## config.mk

```make
export PLATFORM = sky130hd
export DESIGN_NAME = clock_divider_multi
export DESIGN_NICKNAME = d
export VERILOG_FILES = /design/src/rtl/clock_divider_pkg.sv /design/src/rtl/clock_divider_channel.sv /design/src/rtl/clock_divider_multi.sv
export SDC_FILE = /design/constraint.sdc
export NUM_CORES = 1
export LEC_CHECK = 0
export CORE_ASPECT_RATIO = 1.1
export CORE_MARGIN = 5
export CORE_UTILIZATION = 60
export CTS_BUF_LIST = sky130_fd_sc_hd__clkbuf_2
export DETAILED_ROUTE_END_ITERATION = 7
export HOLD_SLACK_MARGIN = 0.1
export MAX_ROUTING_LAYER = met4
export PLACE_DENSITY = 0.91
export SLEW_MARGIN = 20
export SYNTH_ARGS = -nofsm -noshare
export SYNTH_HDL_FRONTEND = slang
export SYNTH_SLANG_ARGS = --single-unit
```

## constraint.sdc

```tcl
create_clock -name clock_in -period 3.8 [get_ports clock_in]
set_clock_uncertainty 0.1 [all_clocks]
set_input_delay 0.57 -clock clock_in [delete_from_list [all_inputs] [get_ports clock_in]]
set_output_delay 0.57 -clock clock_in [all_outputs]
set_load 0.02 [all_outputs]
```

## src/rtl/clock_divider_pkg.sv

```systemverilog
// Shared constants and helpers for the multi-channel clock divider.
package clock_divider_pkg;

    localparam logic MODE_SQUARE = 1'b0;
    localparam logic MODE_PULSE  = 1'b1;

    // Number of high cycles in one square-wave period, ceil(d/2); 32-bit so d=2^N-1 cannot overflow.
    function automatic int unsigned square_high_count(input int unsigned d);
        return (d + 1) >> 1;
    endfunction

endpackage

```

## src/rtl/clock_divider_channel.sv

```systemverilog
// One divider channel: period counter, shadowed divisor and registered clock/tick outputs.
module clock_divider_channel
    import clock_divider_pkg::*;
#(
    parameter int N = 8
) (
    input  logic         clock_in,
    input  logic         reset,
    input  logic         sync,
    input  logic         enable,
    input  logic         mode,
    input  logic [N-1:0] divisor,
    output logic         clock_out,
    output logic         tick
);

    logic [N-1:0] c_q, c_d;
    logic [N-1:0] d_q, d_d;
    logic         clock_out_q, clock_out_d;
    logic         tick_q, tick_d;
    logic         terminal;
    logic         square_level;

    // D of 0 or 1 always reloads; an out-of-range count is treated as the end of the period.
    always_comb begin
        terminal     = (d_q < N'(2)) || (c_q >= d_q - N'(1));
        square_level = 32'(c_q) < square_high_count(32'(d_q));
        tick_d       = enable && (d_q != '0) && (c_q == '0);

        clock_out_d = clock_out_q;
        if (enable) begin
            clock_out_d = (mode == MODE_PULSE) ? tick_d : square_level;
        end

        c_d = c_q;
        d_d = d_q;
        if (sync) begin
            c_d = '0;
            d_d = divisor;
        end else if (enable) begin
            if (terminal) begin
                c_d = '0;
                d_d = divisor;
            end else begin
                c_d = c_q + N'(1);
            end
        end
    end

    always_ff @(posedge clock_in) begin
        if (reset) begin
            c_q         <= '0;
            d_q         <= divisor;
            clock_out_q <= 1'b0;
            tick_q      <= 1'b0;
        end else begin
            c_q         <= c_d;
            d_q         <= d_d;
            clock_out_q <= clock_out_d;
            tick_q      <= tick_d;
        end
    end

    assign clock_out = clock_out_q;
    assign tick      = tick_q;

endmodule

```

## src/rtl/clock_divider_multi.sv

```systemverilog
// Multi-channel programmable clock divider sharing one clock, reset and phase sync.
module clock_divider_multi
    import clock_divider_pkg::*;
#(
    parameter int N        = 8,
    parameter int CHANNELS = 4
) (
    input  logic                  clock_in,
    input  logic                  reset,
    input  logic                  sync,
    input  logic [CHANNELS-1:0]   enable,
    input  logic [CHANNELS-1:0]   mode,
    input  logic [CHANNELS*N-1:0] divisor,
    output logic [CHANNELS-1:0]   clock_out,
    output logic [CHANNELS-1:0]   tick
);

    for (genvar i = 0; i < CHANNELS; i++) begin : g_channel
        clock_divider_channel #(
            .N(N)
        ) u_channel (
            .clock_in (clock_in),
            .reset    (reset),
            .sync     (sync),
            .enable   (enable[i]),
            .mode     (mode[i]),
            .divisor  (divisor[i*N +: N]),
            .clock_out(clock_out[i]),
            .tick     (tick[i])
        );
    end

endmodule

```

==> impl_results.md <==
* Synth async-reset ratio at 0%
* Register area at roughly 1800 µm²
* DP HPWL at just under 9000 µm
* Post-synthesis mux area share at 0%
* H-tree depth at 3
* Final min period at between 3 and 4 ns
* CP Class: reg2reg
* Syn-to-layout area delta at 13.5%
* Die Width at 99.5 µm
* End of the worst hold path: g_channel[0].u_channel.clock_out
* Worst-margin pin slew at 0.539 ns
* Arr. time, crit path at between 3 and 4 ns
* DRT antenna net count at 0
* Run status: complete, no violations
* TritonCTS buffer count at 9
* Relative slew margins at around 64%
* Via density at about 5.9
* Met3 routed WL at around 460 µm
* Cell area after synthesis at 5290 µm²
* Met2 wire len at 5970 µm
* Core Area at a little under 9000 µm²
* Worst hold path stage count at 2
* Sequential Power Share at a little under half
* Max-slew violations at 0
* Postcts setup bufs at 0
* Grt ovf at 0
* Antenna violations before repair at 0
* Primary FF master, synth: dfxtp_1
* DP Cell Count at just under 700
* Fillcell total at roughly 660
* Hold Vio Cnt, Final at 0
* Cell taking the most area after synthesis: ha_1
* Worst setup SP type: flop
* DIE HEIGHT at 108 µm
* CTS tree: yes
* Min-delay src: g_channel[0].u_channel.clock_out
* Layout cells sized above 1 at around 5.5%
* Final period util at 89.6%
* Cell Rows at 36
* Ports at slightly above 50
* CTS clk-pin slew, worst paths at about 0.21 ns
* Largest family of logic cells by synthesized area: simple AND/OR/NAND/NOR gates
* Sequential fraction of the synthesis area at between 30 and 40%
* EDFF count, synth at 32
* Setup Total Neg Slack at 0 ns
* Non-Filler Instances at 710
* Number of global-route vias before repair at ~4,200
* YS warnings at 0
* DR DRC count at 0
* Reg-to-reg startpoint: g_channel[0].u_channel.d_q[4]
* DRT met1 WL at roughly 4600 µm
* Synth top area cells: ha_1, edfxtp_1, dfxtp_1, xnor2_1, xor2_1
* XOR/XNOR Fraction of Synth Area at 11.3%
* Worst R2R Setup Slack at between 0.3 and 0.4 ns
* Footprint of the multi-input gates at between 3000 and 4000 µm²
* Post-cts sizing count at 0
* Initial DRT Pass Iterations at 6
* Leak Pwr at between 2 and 2.5 nW
* Most frequent cell after synthesis: ha_1
* Commonest cells post-synth: ha_1, dfxtp_1, nor2_1, xnor2_1
* Post-CTS Hold Fix Bufs at 0
* Tightest Hold Check Type: reg2reg
* Adder-cell share of the synthesized area at a little under a fifth
* DR WL/cell at 15.9 µm
* First-pass GRT wire length at 18,800 µm
* DR top layer: met4
* Clock Tree Root: clkbuf_2
* DR iter-0 viols at ~180
* IO buf count at 50
* Avg Inst Size Synth at roughly 9.5 µm²
* Top cell type's share of synthesized area at about a fifth
* Logic pwr share at 14.9%
* Internal power at around 0.0014 W
* Worst skew pair latency at ~0.54 ns
* Final Util at about 69%
* Clock buffer depth at 2
* Max VDD drop at around 0.24 mV
* Initial Util at between 60% and 70%
* Library cells used by synthesis at 49
* Post-synthesis compound-gate area fraction at 10.3%
* Sw frac at 25.2%
* Clock power share at between 30% and 40%
* Crit. End Element: flop
* Cells after Synth at approximately 560
* Clk sinks at 72
* FF-to-FF End: g_channel[0].u_channel.d_q[7]
* PD cells at 314 nW/µm²
* Die area at 10,800 µm²
* Switching Power at 0.000473 W
* Max Cap Viol at 0
* Vias at 4,219
* Syn Nets at 680
* CP Data Required Time at 3.91 ns
* Yosys reg bits at 72
* RSZ-0062 raised after global routing: no
* R2R cell count at 10
* GRT Overall Usage at between 20% and 30%
* N_diodes at 0
* Max Clk Rate at 0.294 GHz
* Gpl congestion at roughly 0.92
* Largest net degree at the start of global routing at 33
* Final setup vio count at 0
* CP max FO at 8
* Final nets at 714
* Final wirelength at about 11,000 µm
* Synth Area in Simple Gates at between 20% and 30%
stage by stage:
step                      cell area (µm²)  setup WS [ns]  hold slack (ns)  power (W)
after global routing                 6000          0.229            0.380    0.00196
after floorplan                      5290          0.825            0.355    0.00109
final                                6000          0.395            0.403    0.00188
after detailed placement             5790          0.532            0.383    0.00119
after CTS                            6000          0.411            0.406    0.00189
after global placement               5790          0.662            0.366    0.00117
routing by layer:
| metal | GRT usage, % | up-vias |
|---|---|---|
| met5 | - | - |
| met4 | 7.02 | 0 |
| met3 | 4.71 | 27 |
| met2 | 39.8 | 115 |
| met1 | 24.7 | 2011 |
| li1 | - | 2066 |
logic make-up (layout without fill, tap and decap cells):
group | Yosys count | in the layout
buf+inv | 54 | 93
xor+xnor | 68 | 68
simple gates | 210 | 210
compound gates | 73 | 73
fa+ha+maj | 80 | 80
flops | 72 | 72
state kept, by name, indices dropped and copies added (netlist names):
| signal | count |
|---|---|
| g_channel.u_channel.c_q | 32 |
| g_channel.u_channel.clock_out | 4 |
| g_channel.u_channel.d_q | 32 |
| g_channel.u_channel.tick | 4 |
cell usage in the layout (no fill, tap or decap), types with 4 or more instances in the layout:
master and n:
clkbuf_2 9, a21o_1 6, or3_1 6, ha_1 80, nand2_1 32, edfxtp_1 32, xnor2_1 36, nor4b_1 6
and3_1 5, bufinv_16 5, dfxtp_1 40, nor2b_1 8, a21oi_1 7, nand2b_1 17, a211oi_1 10, o211ai_1 6
a211o_1 6, a221oi_1 6, nand3_1 32, nor3_1 31, nor2_1 36, clkdlybuf4s50_1 50, o21ai_0 14, xor2_1 32
nand4_1 16, inv_1 25, a311oi_1 4
power groups by stage:
stage	clock, W	combinational [W]	sequential (W)
after floorplan	0	0.000207	0.000884
after global routing	0.000751	0.000310	0.000904
final	0.000703	0.000280	0.000897
after CTS	0.000712	0.000281	0.000896
after detailed placement	0	0.000278	0.000912
after global placement	0	0.000264	0.000908
cell type report:
class / count / area share [%]
Clock buffer: 9 / 0.751
Clock inverter: 7 / 2.80
Multi-Input combinational cell: 431 / 54.5
Inverter: 25 / 1.56
Tap cell: 114 / 2.38
Sequential cell: 72 / 29.4
Timing Repair Buffer: 52 / 8.59
worst max-delay path, cell delays in order, from the launching register on:
cell	delay, ns
edfxtp_1	0.55
or4_4	0.60
nor2_4	0.13
nand2_1	0.08
xor2_1	0.15
ha_1	0.30
nand4_1	0.10
nor2_1	0.07
a211oi_1	0.49
a21boi_2	0.19
nand2b_1	0.35
worst max path at each step:
stage	start	endpoint	slack, ns	cells past startpoint
4_1_cts	g_channel[0].u_channel.d_q[4]	g_channel[0].u_channel.d_q[2]	0.41	10
5_1_grt	g_channel[0].u_channel.d_q[0]	g_channel[0].u_channel.d_q[2]	0.23	11
3_3_place_gp	g_channel[0].u_channel.d_q[4]	g_channel[0].u_channel.d_q[0]	0.66	10
3_5_place_dp	g_channel[3].u_channel.d_q[2]	g_channel[3].u_channel.d_q[4]	0.53	8
2_1_floorplan	g_channel[3].u_channel.d_q[2]	g_channel[3].u_channel.d_q[0]	0.82	9
6_report	g_channel[0].u_channel.d_q[4]	g_channel[0].u_channel.d_q[7]	0.39	10
Power figures use the tool's default switching activity.
==> RTL edit 1 (config.mk and constraints unchanged) <==
Add an input register stage for `divisor`, without a reset; this delays it by one clock. The other inputs are not delayed to match. Comments in the files are not updated.
--- a/src/rtl/clock_divider_multi.sv
+++ b/src/rtl/clock_divider_multi.sv
@@ -15,6 +15,12 @@
     output logic [CHANNELS-1:0]   tick
 );
 
+    logic [CHANNELS*N-1:0] divisor_q;
+
+    always_ff @(posedge clock_in) begin
+        divisor_q <= divisor;
+    end
+
     for (genvar i = 0; i < CHANNELS; i++) begin : g_channel
         clock_divider_channel #(
             .N(N)
@@ -24,7 +30,7 @@
             .sync     (sync),
             .enable   (enable[i]),
             .mode     (mode[i]),
-            .divisor  (divisor[i*N +: N]),
+            .divisor  (divisor_q[i*N +: N]),
             .clock_out(clock_out[i]),
             .tick     (tick[i])
         );
Check against the original RTL: not equivalent (Yosys sat finds a counterexample within 4 cycles, from zero or initial values and one cycle with reset high).
==> RTL edit 1 against the unedited design <==
Sequential cell count up 32; sequential power rose by 40%; routed wire length up 4.5%; core utilization is 1.7 points lower; hold slack got worse by 100 ps; synthesized area grew 12%; total power is 8.4% higher; sequential share of layout area increased by 7.4 points; global-route usage is 0.68 points lower; setup slack improved by 65 ps; final area is 8.8% higher; critical path depth increased by 1; synthesized cell count is 5.0% higher; critical path type unchanged.
==> RTL edit 1: results (changes against the unedited design) <==
| Metric | Value |
|---|---|
| DRT Wirelength | `11,800 um (+4.5%)` |
| P_leak | `2.597 nW (+9.9%)` |
| Tot GR Track Use | `21.54% (-0.68 points)` |
| Pre-CTS WS | `528.0 ps (-3.769 ps)` |
| 1st-pass router iterations | `5 (-1)` |
| Initial detailed-routing violation count | `189 (+2.7%)` |
| Slew @ Worst Pin | `593.1 ps (+53.67 ps)` |
| Worst Path Arrival | `3510 ps (about the same)` |
| WL/cell | `15.86 um (-0.26%)` |
| Ranking of synthesized cells by area | `dfxtp_1 (24%), ha_1 (17%), edfxtp_1 (16%), xnor2_1 (5.3%), xor2_1 (4.7%)` |
| Pin count of the biggest net entering global routing | `18 (-45%)` |
| Synthesized area per cell | `10.10 um2 (+6.4%)` |
| Skew-Pair Late Insertion Delay | `580 ps (+40 ps)` |
| First-pass GRT wire length | `20,520 um (+9.1%)` |
| Clock transition at path regs | `240 ps (+30 ps)` |
| Share of layout cells above drive strength 1 | `5.288% (-0.25 points)` |
| Hpwl dp | `9485 um (+8.9%)` |
| NetSw | `0.0005296 W (+12%)` |
| Number of global-route vias before repair | `4,584 (+9.7%)` |
| Sequential area share after synthesis | `40.66% (+7.3 points)` |
| Placement Cell Area | `0.006415 mm2 (+11%)` |
| Run status | `finished, final reports clean` |
| RePlAce Congestion | `0.9753 (+6.3%)` |
| HP Class | `input port to flip-flop` |
| Largest registers | `divisor_q (32), g_channel.u_channel.c_q (32), g_channel.u_channel.d_q (32)` |
| Unique masters post-synth | `50 (+2.0%)` |
| Cells after DPL | `728 (+4.9%)` |
## RTL edit 1: changes by cell type in the layout (fill, tap and decap cells not counted), moves of 2 or more
cell / unedited run / this run
dfxtp_1: 40 / 72
nand3_1: 32 / 27
bufinv_16: 5 / 1
clkbuf_2: 9 / 12
nand2_1: 32 / 34
## RTL edit 1: final timing paths
| path | from | to | slack [ps] | cells after the start |
|---|---|---|---|---|
| min | divisor[2] | divisor_q[2] | 300 | 1 |
| max reg2reg | g_channel[0].u_channel.d_q[0] | g_channel[0].u_channel.d_q[6] | 460 | 11 |
| max | g_channel[0].u_channel.d_q[0] | g_channel[0].u_channel.d_q[6] | 460 | 11 |
| min reg2reg | divisor_q[7] | g_channel[0].u_channel.d_q[7] | 310 | 0 |
## RTL edit 1: kinds of logic (layout without fill, tap and decap cells)
| kind of cell | after synthesis | in the layout | synth area share, % |
|---|---|---|---|
| simple gates | 206 | 206 | 18.78 |
| flops | 104 | 104 | 40.66 |
| fa+ha+maj | 80 | 80 | 16.94 |
| buf+inv | 54 | 93 | 4.278 |
| xor+xnor | 68 | 68 | 10.08 |
| compound gates | 73 | 73 | 9.254 |
## RTL edit 1: worst max-delay path, cell delays in order, from the launching register on
cell and delay, ps:
edfxtp_1 500, inv_1 190, ha_1 210, inv_1 70
or3_1 320, xor2_1 150, ha_1 190, a211oi_1 270
nor2_1 90, a211oi_1 420, a21boi_2 180, nand2b_1 330
## RTL edit 1: per-stage QoR
| stage | hold WS [ps] | power, W |
|---|---|---|
| 3_3_place_gp | 285.7 | 0.001534 |
| 3_5_place_dp | 288.7 | 0.001556 |
| 6_report | 302.4 | 0.002039 |
| 4_1_cts | 265.4 | 0.002055 |
| 5_1_grt | 218.0 | 0.002143 |
| 2_1_floorplan | 285.5 | 0.001454 |
## RTL edit 1: layer usage
layer | GRT usage [%] | part of all wire, %
met1 | 22.58 | 39
met2 | 38.70 | 53
met3 | 3.892 | 4.3
met4 | 11.17 | 3.7
met5 | - | 0
## RTL edit 1: cell type report
cell class	count	area [um2]	share of cell area, %
clock buffer	12	60.06	0.9199
clock inverter	4	53.80	0.8241
inverter	25	93.84	1.437
multi-input combinational	427	3253	49.83
sequential	104	2402	36.80
tap	120	150.1	2.300
timing repair buffer	52	515.5	7.896
## RTL edit 1: power groups by stage
stage	Clock [W]	Combinational, W	Sequential [W]
after floorplan	0	0.000207	0.00125
after global placement	0	0.000261	0.00127
after detailed placement	0	0.000278	0.00128
after CTS	0.000520	0.000280	0.00126
after global routing	0.000564	0.000314	0.00127
final	0.000504	0.000279	0.00126
==> RTL edit 2 (same flow settings) <==
Without the edit above. `CHANNELS`: 4 -> 2.
--- a/src/rtl/clock_divider_multi.sv
+++ b/src/rtl/clock_divider_multi.sv
@@ -3,7 +3,7 @@
     import clock_divider_pkg::*;
 #(
     parameter int N        = 8,
-    parameter int CHANNELS = 4
+    parameter int CHANNELS = 2
 ) (
     input  logic                  clock_in,
     input  logic                  reset,
Interface: changed (5 resized); port bits go from 51 to 27. No check against the original RTL was run, so the function may have changed too.
==> RTL edit 2 against the unedited design <==
Sequential cell count fell by 36; final area decreased by 51%; critical path depth decreased by 1; core utilization rose by 0.18 points; setup slack improved by 170 ps; total power decreased by 56%; count of clock-buffer cells in the layout decreased by 3; synthesized cell count down 51%; routed wire length down 53%; synthesized area shrank 51%; via count down 52%; critical endpoint is now g_channel[1].u_channel.d_q[0].
==> RTL edit 2: results (changes against the unedited design) <==
| Metric | Value |
|---|---|
| CP max-delay cell | `edfxtp_1` |
| NetSw | `0.0002159 W (-54%)` |
| Hold Startpoint | `g_channel[1].u_channel.clock_out` |
| Initial detailed-routing violation count | `92 (-50%)` |
| 1st-pass router iterations | `4 (-2)` |
| Final net count | `355 (-50%)` |
| Post-synth top cells | `ha_1 (40), nand2_1 (21), dfxtp_1 (20), nor2_1 (20), xnor2_1 (18)` |
| Number of global-route vias before repair | `1,985 (-53%)` |
| WL/cell | `15.24 um (-4.1%)` |
| Power density over cell area | `281.2 mW/mm2 (-10%)` |
| P_leak | `1.150 nW (-51%)` |
| Post-Synth Adder-Cell Area | `19.16% (+0.22 points)` |
| Met3 usage | `3.418% (-1.3 points)` |
| RePlAce Congestion | `0.8687 (-5.3%)` |
| Clk pwr share | `28.8% (-8.6 points)` |
| Pin count of the biggest net entering global routing | `14 (-58%)` |
| Slowest stage delay, CP | `550 ps (-50 ps)` |
| M1 WL | `2016 um (-57%)` |
| GRT met2 Usage | `36.46% (-3.4 points)` |
| Xor and xnor area share after synthesis | `11.40% (+0.13 points)` |
| Vias per inst | `5.859 (-1.4%)` |
| Cells after DPL | `339 (-51%)` |
| Peak VDD IR | `0.2646 mV (+9.1%)` |
| DRT Wirelength | `5290 um (-53%)` |
| Run status | `finished, final reports clean` |
| First-pass GRT wire length | `8687 um (-54%)` |
| Worst Path Arrival | `3200 ps (-320 ps)` |
| Metal3 WL | `206 um (-56%)` |
| # fillers | `340 (-49%)` |
| GR Layer Usage met1 | `20.49% (-4.2 points)` |
RTL edit 2: cell types whose count changed after synthesis, moves of 10 or more:
cell      change
nor3_1       -21
nand3_1      -20
nand4_1      -10
edfxtp_1     -16
xnor2_1      -18
xor2_1       -16
dfxtp_1      -20
nor2_1       -16
nand2_1      -11
ha_1         -40
inv_1        -13
RTL edit 2: logic make-up (layout without fill, tap and decap cells):
kind of cell | Yosys count | after routing
xor gates and xnor gates | 34 | 34
buffers and inverters | 26 | 46
DFF | 36 | 36
and+or+nand+nor | 98 | 98
adders and majority gates | 40 | 40
AOI/OAI and AO/OA | 39 | 39
RTL edit 2: per-stage QoR:
step / setup WS, ps / utilization [%] / hold WS [ps]
floorplan: 943.5 / - / 352.7
global placement: 718.7 / 67.29 / 363.6
detailed placement: 583.9 / 67.29 / 384.9
CTS: 535.9 / 68.82 / 405.2
global route: 348.9 / 68.82 / 444.0
finish: 567.8 / 68.82 / 401.0
RTL edit 2: area by class of cell:
| type | instances | area [um2] | area share (%) |
|---|---|---|---|
| Timing Repair Buffer | 26 | 260.3 | 8.889 |
| Clock inverter | 2 | 35.03 | 1.197 |
| Multi-Input combinational cell | 211 | 1609 | 54.96 |
| Clock buffer | 6 | 30.03 | 1.026 |
| Tap cell | 54 | 67.56 | 2.308 |
| Inverter | 12 | 45.04 | 1.538 |
| Sequential cell | 36 | 880.8 | 30.09 |
RTL edit 2: path summary, 6_finish.rpt:
check | to | slack, ps
max | g_channel[1].u_channel.d_q[0] | 570
min | g_channel[1].u_channel.clock_out | 400
max reg2reg | g_channel[1].u_channel.d_q[0] | 570
min reg2reg | g_channel[1].u_channel.clock_out | 400
